## config.mk

```make
export PLATFORM = sky130hd
export DESIGN_NAME = bus_xfer_mux
export DESIGN_NICKNAME = d
export VERILOG_FILES = /design/src/rtl/bus_pkg.sv /design/src/rtl/bus_sel_decode.sv /design/src/rtl/bus_xfer_mux.sv
export SDC_FILE = /design/constraint.sdc
export NUM_CORES = 1
export LEC_CHECK = 0
export CAP_MARGIN = 15
export CORE_AREA = 2 2 91 93
export CTS_BUF_LIST = sky130_fd_sc_hd__clkbuf_4
export DETAILED_ROUTE_END_ITERATION = 8
export DIE_AREA = 0 0 93 95
export DONT_BUFFER_PORTS = 1
export GPL_TIMING_DRIVEN = 1
export SETUP_SLACK_MARGIN = 0.02
export SLEW_MARGIN = 20
export SYNTH_ARGS = -nofsm -noshare
export SYNTH_HDL_FRONTEND = slang
export SYNTH_SLANG_ARGS = --single-unit
```

## constraint.sdc

```tcl
create_clock -name clock -period 1.18 [get_ports clock]
set_input_delay 0.236 -clock clock [delete_from_list [all_inputs] [get_ports clock]]
set_output_delay 0.236 -clock clock [all_outputs]
set_load 0.05 [all_outputs]
```

## src/rtl/bus_pkg.sv

```systemverilog
// Shared constants and the select-code to index helper for the bus transfer mux.
package bus_pkg;

  localparam int BUS_CODE_IDLE = 0;
  localparam int DATA_W_DEF    = 16;
  localparam int SEL_W_DEF     = 4;

  // Returns code-1 for a code in 1..n, otherwise -1 (idle or out of range).
  function automatic int code_to_idx(input int code, input int n);
    if (code >= 1 && code <= n) return code - 1;
    else                        return -1;
  endfunction

endpackage

```

## src/rtl/bus_sel_decode.sv

```systemverilog
// Select code to one-hot decoder with out-of-range flag; code 0 is idle.
module bus_sel_decode
  import bus_pkg::*;
#(
  parameter int SEL_W = SEL_W_DEF,
  parameter int N     = 11
) (
  input  logic [SEL_W-1:0] code_i,
  output logic [N-1:0]     onehot_o,
  output logic             oor_o
);

  int idx;

  always_comb begin
    onehot_o = '0;
    oor_o    = 1'b0;
    idx      = code_to_idx(int'(code_i), N);
    if (int'(code_i) != BUS_CODE_IDLE && idx < 0) oor_o = 1'b1;
    for (int i = 0; i < N; i++) begin
      if (idx == i) onehot_o[i] = 1'b1;
    end
  end

endmodule

```

## src/rtl/bus_xfer_mux.sv

```systemverilog
// Registered source-select bus with aligned one-hot write enable, stall hold and sticky select error.
// Optional transfer counter built only when BUS_XFER_CNT_EN is defined; otherwise xfer_cnt is 0.
module bus_xfer_mux
  import bus_pkg::*;
#(
  parameter int DATA_W  = DATA_W_DEF,
  parameter int NUM_SRC = 11,
  parameter int NUM_DST = 11,
  parameter int SEL_W   = SEL_W_DEF,
  parameter int CNT_W   = 16
) (
  input  logic                      clock,
  input  logic                      reset_n,
  input  logic [NUM_SRC*DATA_W-1:0] src_data,
  input  logic [SEL_W-1:0]          rd_sel,
  input  logic [SEL_W-1:0]          wr_sel,
  input  logic                      stall,
  input  logic                      err_clr,
  output logic [DATA_W-1:0]         busout,
  output logic                      bus_valid,
  output logic [SEL_W-1:0]          bus_src,
  output logic [NUM_DST-1:0]        wr_en,
  output logic                      sel_err,
  output logic [CNT_W-1:0]          xfer_cnt
);

  logic [NUM_SRC-1:0] rd_oh;
  logic [NUM_DST-1:0] wr_oh;
  logic               rd_oor, wr_oor;

  logic [DATA_W-1:0]  busout_d, busout_q;
  logic               valid_d, valid_q;
  logic [SEL_W-1:0]   src_q;
  logic [NUM_DST-1:0] wr_en_q;
  logic               sel_err_q;

  bus_sel_decode #(.SEL_W(SEL_W), .N(NUM_SRC)) u_rd_dec (
    .code_i(rd_sel), .onehot_o(rd_oh), .oor_o(rd_oor)
  );

  bus_sel_decode #(.SEL_W(SEL_W), .N(NUM_DST)) u_wr_dec (
    .code_i(wr_sel), .onehot_o(wr_oh), .oor_o(wr_oor)
  );

  // AND-OR mux: an idle or out-of-range code yields an all-zero one-hot, hence zero data.
  always_comb begin
    busout_d = '0;
    for (int i = 0; i < NUM_SRC; i++) begin
      if (rd_oh[i]) busout_d = busout_d | src_data[i*DATA_W +: DATA_W];
    end
    valid_d = |rd_oh;
  end

  always_ff @(posedge clock or negedge reset_n) begin
    if (!reset_n) begin
      busout_q  <= '0;
      valid_q   <= 1'b0;
      src_q     <= '0;
      wr_en_q   <= '0;
      sel_err_q <= 1'b0;
    end else begin
      if (!stall) begin
        busout_q <= busout_d;
        valid_q  <= valid_d;
        src_q    <= rd_sel;
        wr_en_q  <= wr_oh;
      end
      // A fresh error takes priority over a simultaneous clear.
      if (!stall && (rd_oor || wr_oor)) sel_err_q <= 1'b1;
      else if (err_clr)                 sel_err_q <= 1'b0;
    end
  end

`ifdef BUS_XFER_CNT_EN
  logic [CNT_W-1:0] cnt_q;

  always_ff @(posedge clock or negedge reset_n) begin
    if (!reset_n)                        cnt_q <= '0;
    else if (!stall && valid_d && |wr_oh) cnt_q <= cnt_q + 1'b1;
  end

  assign xfer_cnt = cnt_q;
`else
  assign xfer_cnt = '0;
`endif

  assign busout    = busout_q;
  assign bus_valid = valid_q;
  assign bus_src   = src_q;
  assign wr_en     = wr_en_q;
  assign sel_err   = sel_err_q;

endmodule

```

Word level (Yosys, flattened, before mapping)
Index checks and enable logic that the tools add are counted.
{ "word_totals": {"ff_bits": 33, "input_bits": 188, "output_inout_bits": 49, "wordCells": 95} }
{ "op_classes": {"n_addsub": 2, "order_cmp": 6, "n_eq_ne": 20, "muxes": 39, "bitwise": 10, "reduce_logical": 13} }
{ "op_table": {"columns": ["operator", "n"], "rows": [
  ["32-bit by 4-bit equality test with 1-bit output, second input constant", 8],
  ["32-bit by 5-bit equality test with 1-bit output, second input constant", 6],
  ["16-bit two-way mux", 11],
  ["16-bit bitwise OR", 10],
  ["32-bit by 3-bit equality test with 1-bit output, second input constant", 4],
  ["32-bit by 2-bit equality test with 1-bit output, second input constant", 2],
  ["32-bit logical NOT", 2],
  ["32-bit by 1-bit less-than comparator with 1-bit output, second input constant", 2],
  ["32-bit two-way mux", 2],
  ["1-bit two-way mux", 26],
  ["11-bit OR reduction", 1],
  ["4-bit by 1-bit subtractor with 5-bit output, second input constant", 2],
  ["4-bit by 1-bit greater-or-equal comparator with 1-bit output, second input constant", 2],
  ["4-bit less-or-equal comparator, second input constant", 2],
  ["4-bit nonzero test", 2],
  ["1-bit logical AND", 5],
  ["2-bit nonzero test", 1],
  ["1-bit logical NOT", 1],
  ["1-bit logical OR", 1]
]} }

Logic depth before layout (Yosys ltp)
Gate-level depths: netlist (run 1).
{ "logic_depth": {"ltp_word": 26, "depth_mapped": 11, "mapped_depth_nobuf": 7} }

By module
From an unflattened synthesis (run 1), not the netlist that was laid out.
{ "unflattened": {"hier_cells": 323, "hier_area_um2": 2944.1} }
{ "modules_own_cells": {"columns": ["mod", "n_inst", "cells_per_inst", "area_each_um2", "seq_area_each_um2"], "rows": [
  ["bus_xfer_mux", 1, 245, 2422.3, 825.8],
  ["bus_sel_decode at u_wr_dec", 1, 39, 269.0, 0.0],
  ["bus_sel_decode at u_rd_dec", 1, 39, 252.7, 0.0]
]} }

Worst setup path after synthesis (run 1)
OpenSTA, ideal clock, no wires.
{ "synth_timing": {"path_type": "input to register", "start": "in rd_sel[0]", "end": "reg busout_q[10] (netlist: busout[10])", "setup_time_ps": 124, "arrival_ps": 1963, "required_ps": 1056, "setup_slack_ps": -906, "stages": 10, "n_path_buf": 3, "path_cell_list": "buf_4 > inv_1 > ha_1 > clkbuf_1 > buf_2 > mux2_2 > a21oi_1 > nand4_1 > a21oi_1 > a21oi_1"} }
{ "synth_between": {"elab_chain_cells": 26, "elab_cells_between_ends": 48, "classes_between": "add/sub: 1; order compare: 2; eq/ne: 10; mux: 23; bitwise: 10; reduce/logical: 2"} }
{ "synth_lines": {"columns": ["element", "line_no", "rtl"], "rows": [
  ["start: declaration", "bus_xfer_mux.sv:15", "input logic [SEL_W-1:0] rd_sel,"],
  ["4-bit by 1-bit greater-or-equal comparator with 1-bit output / 4-bit less-or-equal comparator (equally long branches)", "bus_pkg.sv:10", "if (code >= 1 && code <= n) return code - 1;"],
  ["1-bit logical AND", "bus_pkg.sv:10", null],
  ["32-bit two-way mux *", "bus_pkg.sv:10", null],
  ["32-bit logical NOT", "bus_sel_decode.sv:21", "if (idx == i) onehot_o[i] = 1'b1;"],
  ["1-bit two-way mux", "bus_sel_decode.sv:21", null],
  ["16-bit two-way mux", "bus_xfer_mux.sv:49", "if (rd_oh[i]) busout_d = busout_d | src_data[i*DATA_W +: DATA_W];"],
  ["16-bit bitwise OR", "bus_xfer_mux.sv:49", null],
  ["16-bit two-way mux", "bus_xfer_mux.sv:49", null],
  ["[10 not listed]", null, null],
  ["16-bit bitwise OR", "bus_xfer_mux.sv:49", null],
  ["16-bit two-way mux", "bus_xfer_mux.sv:49", null],
  ["16-bit bitwise OR", "bus_xfer_mux.sv:49", null],
  ["16-bit two-way mux", "bus_xfer_mux.sv:49", null],
  ["16-bit bitwise OR", "bus_xfer_mux.sv:49", null],
  ["16-bit two-way mux", "bus_xfer_mux.sv:49", null],
  ["16-bit bitwise OR", "bus_xfer_mux.sv:49", null],
  ["16-bit two-way mux *", "bus_xfer_mux.sv:49", null],
  ["end signal: assignment", "bus_xfer_mux.sv:63", "busout_q <= busout_d;"],
  ["end: declaration", "bus_xfer_mux.sv:31", "logic [DATA_W-1:0] busout_d, busout_q;"]
]} }
Mark *: on every way between the ends. The rest lies on a longest branch, timed or not.
A chain may end at the register's enable or synchronous reset.

Worst setup path after layout (run 1)
{ "layout_timing": {"start": "in rd_sel[0]", "end": "reg busout_q[15] (netlist: busout[15])"} }
Same word-level chain as after synthesis.

==> results of run 1 <==
synth_stat cells, drive strengths merged, types with 2 or more instances:
library cell / n / area (sq um)
inv: 10 / 37.5
mux2: 17 / 191
a22o: 8 / 70.1
nor2b: 15 / 93.8
o22a: 16 / 140
o22ai: 3 / 18.8
nor4: 3 / 48.8
nor2: 10 / 37.5
a211oi: 2 / 15.0
buf: 35 / 246
nand3b: 2 / 15.0
clkbuf: 16 / 60.1
nand3: 29 / 145
a32oi: 2 / 17.5
o21a: 2 / 16.3
a22oi: 33 / 248
a211o: 15 / 131
o21ai: 7 / 35.0
nor3: 7 / 40.0
nand2: 25 / 93.8
mux2i: 6 / 60.1
ha: 5 / 62.6
nand4: 14 / 87.6
nand2b: 18 / 113
a21oi: 44 / 220
dfrtp: 33 / 826
final timing paths:
path	cells past startpoint	slack, ps	end
max	9	-240	busout[15]$_DFFE_PN0N_
min	2	20	wr_en[9]$_DFFE_PN0N_
max reg2reg	3	200	wr_en[5]$_DFFE_PN0N_
min reg2reg	2	540	busout[0]$_DFFE_PN0N_
max in group asynchronous	2	640	bus_src[0]$_DFFE_PN0N_
min in group asynchronous	2	350	busout[15]$_DFFE_PN0N_
cells by family (layout without fill, tap and decap cells):
| family | count (synthesis) | in the layout |
|---|---|---|
| XOR/XNOR | 1 | 1 |
| other | 1 | 16 |
| multiplexers | 23 | 23 |
| AND/OR/NAND/NOR | 132 | 132 |
| flip-flops | 33 | 33 |
| buffers and inverters | 61 | 76 |
| adder cells (fa/ha/maj) | 5 | 5 |
| AO/OA/AOI/OAI | 138 | 138 |
through the flow:
| stage | instances | setup slack [ps] | area (sq um) |
|---|---|---|---|
| after global routing | 529 | -288 | 4160 |
| final | 529 | -236 | 4160 |
| after floorplan | 409 | -646 | 3520 |
| after global placement | 507 | -664 | 3730 |
| after detailed placement | 507 | -681 | 3730 |
| after CTS | 522 | -210 | 3990 |
routing by layer:
layer  wire length (um)  global-route usage [%]
met5                  0                       0
met4                193                    5.27
met3                846                    6.54
met2               5690                    41.4
met1               4240                    26.1
worst register-to-register path: stages, from the launching register on:
cell and delay, ps:
dfrtp_1 410, buf_4 140, buf_4 120, a22o_1 210
layout by cell type (no fill, tap or decap), types with 3 or more instances in the layout:
cell type,Yosys,routed
a211o_1,15,15
a21oi_1,44,26
a21oi_2,0,17
a22o_1,8,8
a22oi_1,33,20
a22oi_2,0,13
buf_12,0,10
buf_4,21,26
buf_6,3,16
clkbuf_4,0,5
conb_1,1,16
dfrtp_1,33,14
dfrtp_2,0,19
dlygate4sd3_1,0,3
ha_4,0,3
inv_1,10,4
inv_12,0,4
mux2_2,17,13
mux2_4,0,4
mux2i_1,6,6
nand2_1,25,23
nand2b_1,18,18
nand3_1,29,29
nand4_1,14,14
nor2_1,10,10
nor2b_1,15,15
nor3_1,6,6
o21ai_0,7,6
o22a_1,16,16
o22ai_1,3,3
final cells by class:
cell class	instances	area, sq um	area share (%)
sequential	33	850	20.4
inverter	10	90.1	2.17
tap	105	131	3.16
timing repair buffer	58	671	16.1
multi-input combinational	315	2360	56.8
clock buffer	5	37.5	0.902
clock inverter	3	17.5	0.421
where the power goes:
group	leakage (nW)	internal, mW	switching, mW	total, mW
sequential	0.391	1.26	0.376	1.63
combinational	1.13	0.725	0.866	1.59
clock	0.0326	0.225	0.409	0.635
total	1.55	2.21	1.65	3.86
flip-flops by register name (all words and copies together), names as in the netlist:
| name | flops |
|---|---|
| busout | 16 |
| wr_en | 11 |
| bus_src | 4 |
| bus_valid | 1 |
| sel_err | 1 |
timing repair:
item,CTS,global route
buffers inserted,5,3
hold buffers,2,2
hold endpoints to repair,38,8
gates resized for setup,45,23
gates cloned,0,2
pin swaps,5,1
setup endpoints to repair,50,39
==> metrics.cfg, run 1 <==
[worst_setup_path]
crit_fanout = 16
startpoint_type = input port
path_cells = inv_12 > ha_4 > a21bo_4 > nor3_4 > buf_6 > clkbuf_16 > a22oi_1 > o22a_1 > a21oi_1
cp_slowest_stage_delay_ps = 290
required_ps = 1460
crit_buf_inv = 3
crit_type = input port to register
slowest_stage = ha_4
r2r_start = wr_en[5]$_DFFE_PN0N_
end_kind = register
critical-path-top-delay-family = compound AO/OA/AOI/OAI gates
cp.arrival_ps = 1700
startpoint = rd_sel[0]

[floorplan]
core_sq_mm = 0.00793
initial_utilization_pct = 40.8
dieArea_sq_mm = 0.00884
die_h_um = 95
die_x_um = 93
ioPinCount = 237
num_rows = 33

[logic_synthesis]
ys_async_sr_fraction_pct = 100
synth_top_family_by_area = compound AO/OA/AOI/OAI gates
synth_edf_count = 0
ys_seq_area_share_pct = 25.6
synth_warnings = 0
synth_top_flop_cell = dfrtp_1
synth_fa_ha_area_share_pct = 1.94
synthXorXnorAreaFrac_pct = 0.503
avgSynthCellArea_sq_um = 8.20
synth_cell_type_count = 48
synth.mux.area_fraction_pct = 7.78
yosys_register_bits = 33
synth-simple-area-share_pct = 23.2
synth_cells = 394
synth_compound_area_share_pct = 30.2
netlist_area_sq_mm = 0.00323

[sta]
setup-violations-final = 18
fmax_mhz = 706
holdWs_ps = 17.3
period_needed_ps = 1420
slew_viol_final = 0
timing.setup.tns_ps = -3450
rsz0062_at_grt = yes
finClkSkew_ps = 0
setup_ws_ps = -236
period_share_pct = 120
hold_viol = 0

[layout]
drive_above_1_share_pct = 36.3
post-route-util_pct = 52.5
diodes = 0
area_delta_synth_final_pct = 28.8
nNetsFinal = 616
fill_cells = 773

[cts]
cts_buffers = 5
clockBufferDepth = 2
clk_latency_ps = 340
clock-sinks = 33
htreeDepth = 2
root_buffer = clkbuf_4
cts_tree = yes
cts.reportedPaths.clkPinSlew_ps = 110

[min_path]
hp-start = stall
hold_class = input port to register

[drt]
drc = 0
ant_nets = 0
wl_per_cell_um = 20.7
vias_per_cell = 6.19
routed_wl_um = 11000
drt_iter0_markers = 117
vias = 3272
dr.pass1.iters = 4

[status]
failed_checks = negative setup slack
status = complete, but fails checks

[global_route]
antenna_found_initial = 0
overflow = 0
grt_max_degree = 55
grt_pass1_vias = 3058
grtUsageTotal_pct = 22.6
grt_pass1_wl_um = 15500

[job]
max_cap_viol_count = 0

[place]
place_hpwl_um = 8320
routabilityCongestion = 0.868
portBuffers = 0

[power_and_ir_drop]
p_leak_nw = 1.55
ir_worst_vdd_mv = 0.754
power_mw = 3.86
powerDensity_mw_per_mm2 = 928

Note: power is estimated with default switching activity, not from simulation.
==> run 2, diff against run 1 <==
CAP_MARGIN = 40   (was 15)
RECOVER_POWER = 100   (was unset)
==> run 2 against run 1 <==
Compared with the run above: the run still ends with negative setup slack left; final cell count unchanged; clock skew unchanged; register-to-register slack about the same; sequential cell count is the same; total power shrank 0.56%; critical path type unchanged; largest power group unchanged.
==> metrics.cfg, run 2 (same netlist as run 1, synthesis figures left out) <==
[status]
status = complete, but fails checks
failed_checks = negative setup slack

[drt]
dr.pass1.iters = 5
wl_met3_um = 874
met1_length_um = 4200
wl_met2_um = 5700
ant_nets = 0
drt_iter0_markers = 117
routed_wl_um = 11000
drc = 0
top_layer = met4
vias_per_cell = 6.17
vias = 3263
wl_per_cell_um = 20.7

[place]
post_dp_cell_area_sq_mm = 0.00373
post-place-ws_ps = -681
place_inst = 507
place_hpwl_um = 8320
portBuffers = 0
routabilityCongestion = 0.868

[layout]
post-route-util_pct = 51.8
largest_register_ffs = 16
fill_cells = 778
stdcell_area_sq_mm = 0.00411
diodes = 0
final_common_cell = nand3_1
final_cells = 529
drive_above_1_share_pct = 35.8
mostFrequentLayoutCells = 29 x nand3_1, 27 x a21oi_1, 25 x buf_4
nNetsFinal = 616
area_delta_synth_final_pct = 27.1

[worst_setup_path]
crit_type = input port to register
end_kind = register
reg2regPathDepth = 3
required_ps = 1460
ff2ff_setup_slack_ps = 200
cp.arrival_ps = 1700
crit_fanout = 16
startpoint_type = input port

[min_path]
hold_class = input port to register
hold_depth = 2

[floorplan]
num_rows = 33
die_x_um = 93
ioPinCount = 237
dieArea_sq_mm = 0.00884
initial_utilization_pct = 40.8
core_sq_mm = 0.00793
die_h_um = 95

[sta]
finClkSkew_ps = 0
slew_headroom_pct = 50.9
hold_viol = 0
setup_ws_ps = -238
period_needed_ps = 1420
tightest_slew_ps = 737
period_share_pct = 120
rsz0062_at_grt = yes
fmax_mhz = 705
setup-violations-final = 22
slew_viol_final = 0

[global_route]
antenna_found_initial = 0
grt_pass1_vias = 3058
overflow = 0
grtUsageTotal_pct = 22.6
grt_pass1_wl_um = 15500
grt_max_degree = 55

[cts]
cts_tree = yes
htreeDepth = 2
clk_latency_ps = 340
clock-sinks = 33
cts.reportedPaths.clkPinSlew_ps = 110
cts_buffers = 5
root_buffer = clkbuf_4
clockBufferDepth = 2

[power_and_ir_drop]
powerDensity_mw_per_mm2 = 934
p_leak_nw = 1.54
ir_worst_vdd_mv = 0.752

[job]
max_cap_viol_count = 0

## run 2: changes by cell type in the layout (fill, tap and decap cells not counted)
cell,change
buf_12,-1
buf_4,-1
clkbuf_4,+1
or3b_4,-1
inv_12,-1
a21oi_4,-1
buf_2,+1
ha_4,-1
a21oi_1,+1
clkinvlp_2,+1
ha_1,+1
or3b_2,+1
## run 2: what timing repair did
item	in CTS	in global routing
pin swaps	5	1
cloned	0	2
hold endpoints to repair	38	8
gates resized for setup	45	23
buffers inserted	5	3
hold buffers	2	2
setup endpoints to repair	50	39
## run 2: critical path, stage by stage
cell and delay, ps:
inv_12 20, ha_4 290, a21bo_4 240, nor3_4 110
buf_6 160, clkbuf_16 180, a22oi_1 100, o22a_1 210
a21oi_1 130
## run 2: per-layer routing
metal,global-route usage [%],vias up
met1,26.1,1576
met2,41.4,153
met3,6.54,17
met4,5.27,0
met5,0,-
li1,-,1517
## run 2: layout make-up
| cell class | instances | area [sq um] | area share, % |
|---|---|---|---|
| multi-input cells | 315 | 2340 | 56.9 |
| flip-flops and latches | 33 | 850 | 20.7 |
| repair buffers | 58 | 656 | 16.0 |
| well taps | 105 | 131 | 3.20 |
| inverters | 10 | 78.8 | 1.92 |
| clock buffers | 5 | 37.5 | 0.914 |
| clock inverters | 3 | 17.5 | 0.426 |
## run 2: metrics by stage
| stage | hold WS (ps) | TNS, ps | power [mW] |
|---|---|---|---|
| after global routing | 9.98 | -5530 | 4.05 |
| after global placement | -58.2 | -9940 | 3.02 |
| after CTS | -42.4 | -3250 | 3.80 |
| after detailed placement | -57.8 | -10400 | 3.04 |
| after floorplan | -59.6 | -10370 | 2.78 |
| final | 20.4 | -3830 | 3.84 |
## run 2: power breakdown
part / total, mW / internal (mW) / switching, mW
Sequential: 1.63 / 1.26 / 0.376
Combinational: 1.57 / 0.711 / 0.861
Clock: 0.631 / 0.225 / 0.406
Total: 3.84 / 2.19 / 1.64
## run 2: path summary, 6_finish.rpt
kind,startpoint,endpoint
max in group asynchronous,reset_n,bus_src[0]$_DFFE_PN0N_
worst max register to register,wr_en[5]$_DFFE_PN0N_,wr_en[5]$_DFFE_PN0N_
worst max-delay path,rd_sel[0],busout[15]$_DFFE_PN0N_
worst min-delay path,stall,wr_en[10]$_DFFE_PN0N_
min in group asynchronous,reset_n,busout[15]$_DFFE_PN0N_
worst min register to register,busout[0]$_DFFE_PN0N_,busout[0]$_DFFE_PN0N_
==> run 3, diff against run 2 <==
SKIP_LAST_GASP = 1   (was unset)
==> run 3 against run 2 <==
Compared with the run above: the run ends with negative hold slack, negative setup slack left; clock skew unchanged; final area rose by 0.73%; via count grew 0.25%; sequential share of layout area shrank 0.24 points; final cell count up 0.38%; wire length up 0.33%; hold slack got worse by 47 ps; critical endpoint is now busout[13]$_DFFE_PN0N_.
==> metrics.cfg, run 3 (same netlist as run 1, synthesis figures left out) <==
[cts]
cts.reportedPaths.clkPinSlew_ps = 100
root_buffer = clkbuf_4
clock-sinks = 33
cts_buffers = 5
clockBufferDepth = 2
clk_latency_ps = 340
htreeDepth = 2
cts_hold_buf = 2
cts_tree = yes

[global_route]
grt_pass1_vias = 3040
overflow = 0
grt_pass1_wl_um = 15400
grt_max_degree = 55
antenna_found_initial = 0
grtUsageTotal_pct = 22.5

[place]
place_inst = 507
place_hpwl_um = 8320
post-place-ws_ps = -681
portBuffers = 0
routabilityCongestion = 0.868

[floorplan]
die_h_um = 95
dieArea_sq_mm = 0.00884
num_rows = 33
core_sq_mm = 0.00793
ioPinCount = 237
initial_utilization_pct = 40.8
die_x_um = 93

[layout]
final_cells = 531
area_delta_synth_final_pct = 28.1
largest_register_ffs = 16
mostFrequentLayoutCells = 29 x a21oi_1, 29 x nand3_1, 27 x buf_4
nNetsFinal = 618
diodes = 0
drive_above_1_share_pct = 34.7
post-route-util_pct = 52.2
fill_cells = 789

[power_and_ir_drop]
p_sw_mw = 1.64
power_frac_comb_pct = 41.0
power_frac_seq_pct = 42.6
power_frac_clock_pct = 16.4
powerDensity_mw_per_mm2 = 926
power_mw = 3.83
ir_worst_vdd_mv = 0.752
p_leak_nw = 1.58
switching_share_pct = 42.7
p_int_mw = 2.19

[worst_setup_path]
ff2ff_setup_slack_ps = 200
critical-path-top-delay-family = buffers and inverters
cp.arrival_ps = 1700
cp_slowest_stage_delay_ps = 290
crit_type = input port to register
crit_buf_inv = 4
path_cells = inv_12 > ha_4 > a21bo_4 > buf_6 > nor4_4 > buf_4 > clkbuf_16 > a21oi_2 > a21oi_1
crit_fanout = 14
slowest_stage = ha_4
required_ps = 1440
end_kind = register
startpoint_type = input port

[drt]
vias_per_cell = 6.16
dr.pass1.iters = 5
wl_per_cell_um = 20.7
ant_nets = 0
routed_wl_um = 11000
drt_iter0_markers = 106
drc = 0
vias = 3271

[min_path]
hold_class = input port to register

[sta]
setup-violations-final = 25
holdWs_ps = -26.5
tightest_slew_ps = 727
slew_headroom_pct = 51.6
period_share_pct = 122
finClkSkew_ps = 0
fmax_mhz = 694
hold_viol = 5
rsz0062_at_grt = yes
slew_viol_final = 0
setup_ws_ps = -260
timing.setup.tns_ps = -4460
period_needed_ps = 1440

[status]
failed_checks = negative hold slack, negative setup slack
status = complete, but fails checks

[job]
max_cap_viol_count = 0

==> run 3: area by class of cell <==
type,count,area [sq um],area share (%)
multi-input combinational,315,2350,56.7
tap,105,131,3.18
clock inverter,3,17.5,0.423
clock buffer,5,37.5,0.907
sequential,33,846,20.4
inverter,10,76.3,1.84
timing repair buffer,60,683,16.5
==> run 3: layer usage <==
| metal | global-route usage, % | wire [um] | vias up |
|---|---|---|---|
| met2 | 41.7 | 5830 | 144 |
| met5 | 0 | 0 | - |
| met4 | 4.29 | 153 | 0 |
| met1 | 25.8 | 4100 | 1591 |
| met3 | 6.54 | 905 | 13 |
| li1 | - | - | 1523 |
==> run 3: worst reg2reg max path, cell delays in order, from the launching register on <==
cell     delay, ps
dfrtp_1        410
buf_4          140
buf_4          120
a22o_1         210
==> run 3: metrics by stage <==
stage / hold WS [ps] / cell area, sq um
finish: -26.5 / 4140
global route: -57.7 / 4140
CTS: -42.5 / 3940
detailed placement: -57.8 / 3730
global placement: -58.2 / 3730
floorplan: -59.6 / 3520
==> run 3: path summary, 6_finish.rpt <==
kind,startpoint,end,depth (start not counted)
worst max-delay path,rd_sel[0],busout[13]$_DFFE_PN0N_,9
worst min-delay path,stall,sel_err$_DFFE_PN0P_,1
worst max register to register,wr_en[5]$_DFFE_PN0N_,wr_en[5]$_DFFE_PN0N_,3
worst min register to register,busout[0]$_DFFE_PN0N_,busout[0]$_DFFE_PN0N_,2
max in group asynchronous,reset_n,wr_en[10]$_DFFE_PN0N_,2
min in group asynchronous,reset_n,busout[15]$_DFFE_PN0N_,2
==> run 3: power by group through the flow <==
stage | registers (mW) | clock network [mW] | logic, mW
2_1_floorplan | 1.74 | 0 | 1.04
3_3_place_gp | 1.63 | 0 | 1.39
3_5_place_dp | 1.63 | 0 | 1.41
4_1_cts | 1.63 | 0.651 | 1.49
5_1_grt | 1.65 | 0.707 | 1.70
6_report | 1.63 | 0.629 | 1.57
==> run 3: repair_timing <==
item / 4_1_cts / 5_1_grt
setup buffers: 5 / 5
endpoints found under the setup margin: 50 / 39
resized for setup: 34 / 33
hold endpoints to repair: 38 / 8
gates cloned: 0 / 4
pin swaps: 0 / 17
